$ cat src/rtl/rom_scan_pkg.sv
// Shared types, limits and helpers for the ROM scan harness.
package rom_scan_pkg;

    typedef enum logic [1:0] {
        ST_IDLE,
        ST_LOOK,
        ST_SHIFT,
        ST_DONE
    } state_t;

    localparam int ADDR_W_MIN = 5;
    localparam int ADDR_W_MAX = 8;
    localparam int N_CH_MIN   = 1;
    localparam int N_CH_MAX   = 64;

    // Number of one-bit entries in a lane of the given address width.
    function automatic int depth(input int addr_w);
        return 1 << addr_w;
    endfunction

endpackage

$ cat src/rtl/rom_scan_lane.sv
// One distributed-ROM lane: a 32/64/128/256 x 1 asynchronous ROM chosen by ADDR_W.
module rom_scan_lane
    import rom_scan_pkg::*;
#(
    parameter int                         ADDR_W = 7,
    parameter logic [depth(ADDR_W)-1:0]   INIT   = '0
) (
    input  logic [ADDR_W-1:0] addr,
    output logic              data
);

    // NOTE: the contents are elaboration-time constants, so the ROM has no reset and no clock.
    generate
        case (ADDR_W)
            5: begin : g_rom32x1
                logic [31:0] rom32;
                assign rom32 = INIT;
                assign data  = rom32[addr];
            end
            6: begin : g_rom64x1
                logic [63:0] rom64;
                assign rom64 = INIT;
                assign data  = rom64[addr];
            end
            7: begin : g_rom128x1
                logic [127:0] rom128;
                assign rom128 = INIT;
                assign data   = rom128[addr];
            end
            8: begin : g_rom256x1
                logic [255:0] rom256;
                assign rom256 = INIT;
                assign data   = rom256[addr];
            end
            default: begin : g_rom_none
                assign data = 1'b0;
            end
        endcase
    endgenerate

endmodule

$ cat src/rtl/rom_scan_harness.sv
// Serial-in address / serial-out result harness around N_CH ROM lanes,
// with a busy/done handshake and a sticky overrun flag.
module rom_scan_harness
    import rom_scan_pkg::*;
#(
    parameter int                           N_CH   = 8,
    parameter int                           ADDR_W = 7,
    parameter logic [(N_CH<<ADDR_W)-1:0]    INIT   = '0
) (
    input  logic clk,
    input  logic rst,
    input  logic di,
    input  logic stb,
    output logic dout,      // serial result, lane N_CH-1 first
    output logic busy,
    output logic done,
    output logic overrun
);

    localparam int                DEPTH    = depth(ADDR_W);
    localparam int                ADDR_TOT = N_CH * ADDR_W;
    localparam int                CNT_W    = $clog2(N_CH) + 1;
    localparam logic [CNT_W-1:0]  CNT_LAST = CNT_W'(N_CH - 1);
    localparam logic [CNT_W-1:0]  CNT_ONE  = CNT_W'(1);

    generate
        if (ADDR_W < ADDR_W_MIN || ADDR_W > ADDR_W_MAX ||
            N_CH < N_CH_MIN || N_CH > N_CH_MAX) begin : g_param_check
            $error("rom_scan_harness: unsupported N_CH=%0d ADDR_W=%0d", N_CH, ADDR_W);
        end
    endgenerate

    state_t               state, state_nxt;
    logic [ADDR_TOT-1:0]  din_shr;
    logic [ADDR_TOT-1:0]  addr;
    logic [N_CH-1:0]      lane_bits;
    logic [N_CH-1:0]      dout_shr;
    logic [CNT_W-1:0]     cnt;

    // One ROM lane per channel, each addressed by its own slice of the captured address.
    generate
        for (genvar c = 0; c < N_CH; c++) begin : g_lane
            rom_scan_lane #(
                .ADDR_W (ADDR_W),
                .INIT   (INIT[c*DEPTH +: DEPTH])
            ) u_lane (
                .addr (addr[c*ADDR_W +: ADDR_W]),
                .data (lane_bits[c])
            );
        end
    endgenerate

    // Address shift register: shifts every cycle in every state, di into bit 0.
    // NOTE: sequential state uses non-blocking assignments so every register samples pre-edge values.
    always_ff @(posedge clk) begin
        if (rst) begin
            din_shr <= '0;
        end else begin
            din_shr <= {din_shr[ADDR_TOT-2:0], di};
        end
    end

    // FSM state register.
    always_ff @(posedge clk) begin
        if (rst) begin
            state <= ST_IDLE;
        end else begin
            state <= state_nxt;
        end
    end

    // Next-state decode and the done pulse.
    // NOTE: every output of this block gets a default first, so no path can infer a latch.
    always_comb begin
        state_nxt = state;
        done      = 1'b0;
        case (state)
            ST_IDLE:  if (stb) state_nxt = ST_LOOK;
            ST_LOOK:  state_nxt = ST_SHIFT;
            ST_SHIFT: if (cnt == '0) state_nxt = ST_DONE;
            ST_DONE: begin
                done      = 1'b1;
                state_nxt = ST_IDLE;
            end
            default:  state_nxt = ST_IDLE;
        endcase
    end

    // Capture, load, serialise and flag bookkeeping driven by the current state.
    always_ff @(posedge clk) begin
        if (rst) begin
            addr     <= '0;
            dout_shr <= '0;
            cnt      <= '0;
            busy     <= 1'b0;
            overrun  <= 1'b0;
        end else begin
            if (stb && state != ST_IDLE) begin
                overrun <= 1'b1;
            end
            case (state)
                ST_IDLE: begin
                    if (stb) begin
                        addr <= din_shr;
                        busy <= 1'b1;
                    end
                end
                ST_LOOK: begin
                    dout_shr <= lane_bits;
                    cnt      <= CNT_LAST;
                end
                ST_SHIFT: begin
                    dout_shr <= dout_shr << 1;
                    if (cnt != '0) begin
                        cnt <= cnt - CNT_ONE;
                    end
                end
                ST_DONE: busy <= 1'b0;
                default: ;
            endcase
        end
    end

    assign dout = dout_shr[N_CH-1];

endmodule
$ cat config.mk
export PLATFORM = sky130hd
export DESIGN_NAME = rom_scan_harness
export DESIGN_NICKNAME = d
export VERILOG_FILES = /design/src/rtl/rom_scan_pkg.sv /design/src/rtl/rom_scan_lane.sv /design/src/rtl/rom_scan_harness.sv
export SDC_FILE = /design/constraint.sdc
export NUM_CORES = 1
export LEC_CHECK = 0
export ABC_AREA = 1
export BUFFER_PORTS_ARGS = -buffer_cell sky130_fd_sc_hd__buf_2
export CORE_AREA = 3 3 40 42
export CTS_CLUSTER_DIAMETER = 80
export CTS_CLUSTER_SIZE = 20
export DETAILED_ROUTE_END_ITERATION = 10
export DIE_AREA = 0 0 43 45
export PLACE_DENSITY_LB_ADDON = 0.15
export SLEW_MARGIN = 40
export SYNTH_ARGS = -nofsm -noshare
export SYNTH_HDL_FRONTEND = slang
export SYNTH_SLANG_ARGS = --single-unit
$ cat constraint.sdc
create_clock -name clk -period 2.17 [get_ports clk]
set_input_delay 0.217 -clock clk [delete_from_list [all_inputs] [get_ports clk]]
set_output_delay 0.217 -clock clk [all_outputs]
set_load 0.005 [all_outputs]
==> summary.txt <==
Timing
  – Final slew viol count: 0
  – Final Hold Viols: 0
  – Clock skew: 1.64 ps
  – RSZ-0062 raised after global routing: no
  – Max Fclk: 769 MHz
  – Final Critical Period: 1300 ps
  – Tcrit/Tclk final: 0.600
  – Fin worst setup slack: 869 ps
  – Setup TNS: 0 ps
  – Endpoints failing setup: 0

Place
  – # port buffers: 5
  – DP Worst Slack: 892 ps
  – Placed cells: 80
  – DP Area: 490 µm²
  – GP Congestion: 0.743
  – DP HPWL: 661 µm

Critical path
  – Worst Path Max Fanout: 7
  – Worst Setup Start Kind: flop
  – Crit. End Element: flop
  – Reg2reg setup slack: 870 ps
  – Worst EP arrival: 1460 ps
  – WS Path Type: flop to flop
  – Critical Path RT: 2320 ps

Cells and area
  – Most frequent cells in the layout: nand2_1, dfxtp_1, inv_1, nor2_1
  – Commonest non-fill, non-tap cell in the layout: nand2_1
  – ANT cells: 0
  – Final Instance Area: 513 µm²
  – Synth-to-layout area growth: 12.9%
  – Fraction of layout instances using a drive strength above 1: 0.221
  – Final #Nets: 79
  – Final non-filler cell total: 83

CTS
  – CTS root buf: clkbuf_4
  – CTS Buffer Depth: 2
  – Post-CTS setup buffers: 0
  – Resized cells post-CTS: 0
  – Num Clock Sinks: 8
  – Clk slew on worst S/H paths: 50 ps
  – CTS tree: yes
  – Total number of H-tree levels: 1
  – Cts bufs inserted: 3
  – Post-CTS Hold Buffers: 0
  – Worst skew pair latency: 260 ps

Routing
  – DRT iter0 DRCs: 5
  – Vias per cell: 4.89
  – Final ANT Viol Nets: 0
  – Drt pass-1 iters: 4
  – Wire per inst: 10.5 µm
  – Vias: 406
  – Drc violations: 0
  – Final WL: 873 µm

GRT
  – Initial antenna violation count: 0
  – Total GRT Usage: 0.115
  – First-pass GRT wire length: 1520 µm
  – GRT overflow: 0
  – Vias in the first global route: 370
  – Pin count of the biggest net entering global routing: 8

Yosys
  – Yosys warning total: 0
  – Yosys reg bits: 8
  – Avg Inst Size Synth: 7.45 µm²
  – Post-Syn Area: 454 µm²
  – Distinct cell type count after synthesis: 17
  – Cell count after synthesis: 61
  – Net count after synthesis: 70
  – Sequential fraction of the synthesis area: 0.353

Floorplanning
  – Cell Rows: 13
  – Die area: 1940 µm²
  – Starting Density: 0.353
  – IO Count: 8
  – Core Box Area: 1280 µm²
  – Die Ht: 45 µm
  – Die width: 43 µm

Worst hold path
  – Hold Crit Class: primary input to flop

Run
  – Max-cap violations: 0

Pwr
  – Peak supply drop: 0.435 mV
  – Pleak: 0.255 nW
  – PwrDens: 1230 nW/µm²

Outcome
  – Status: complete, no violations
worst paths after layout:
| check | cells after the start | start | end |
|---|---|---|---|
| worst max-delay path | 6 | state[0] | state[1] |
| worst min-delay path | 2 | rst | cnt[0] |
| worst max register to register | 6 | state[0] | state[1] |
| worst min register to register | 2 | overrun | overrun |
power breakdown:
group	leakage (nW)	total [mW]	switching (mW)	internal, mW
Combinational	0.176	0.286	0.175	0.111
Clock	0.0138	0.117	0.0533	0.0635
Sequential	0.0660	0.227	0.0324	0.194
Total	0.255	0.630	0.261	0.369
synth_stat cells:
master    instances  area (µm²)
dfxtp_1           8         160
nor2_1            6        22.5
inv_2             1        3.75
ha_1              5        62.6
buf_4             1        7.51
conb_1            1        3.75
clkinv_1          1        3.75
a21oi_2           1        8.76
nand2_1          13        48.8
nand4_1           3        18.8
nand3_2           2        20.0
nand2_2           3        18.8
inv_1             6        22.5
a21oi_1           5        25.0
nand3_1           3        15.0
o21ai_0           1        5.00
a211oi_1          1        7.51
logic make-up after synthesis:
| group | count (synthesis) | share of synthesized area |
|---|---|---|
| AOI/OAI and AO/OA | 8 | 0.102 |
| adders and majority gates | 5 | 0.138 |
| buffers and inverters | 9 | 0.0826 |
| DFF | 8 | 0.353 |
| other | 1 | 0.00826 |
| and+or+nand+nor | 30 | 0.317 |
sequential cells by signal (all words and copies together), names as in the netlist:
name / count
cnt: 4
busy: 1
state: 2
overrun: 1
metal layers:
metal | vias up | wire (µm) | global-route usage
li1 | 211 | - | -
met1 | 182 | 420 | 0.127
met2 | 9 | 380 | 0.165
met3 | 4 | 50 | 0.0717
met4 | 0 | 22 | 0.0723
met5 | - | 0 | 0
worst max-delay path, cell delays in order, from the launching register on:
cell	delay [ps]
dfxtp_1	350
inv_1	80
ha_1	310
nand2_2	190
nand3_2	120
nor2_1	110
nor2_1	50
per-stage QoR:
step / total power [mW] / util / hold WS (ps)
finish: 0.630 / 0.399 / 209
global route: 0.699 / 0.399 / 196
CTS: 0.638 / 0.399 / 198
detailed placement: 0.510 / 0.382 / 467
global placement: 0.509 / 0.382 / 462
floorplan: 0.447 / - / 286
cell type report:
class | count | area [µm²]
fill | 149 | 772
clock buffer | 3 | 22.5
timing repair buffer | 5 | 25.0
sequential | 8 | 160
multi-input combinational | 44 | 256
tap | 15 | 18.8
inverter | 8 | 30.0
(Power assumes the default switching activity.)
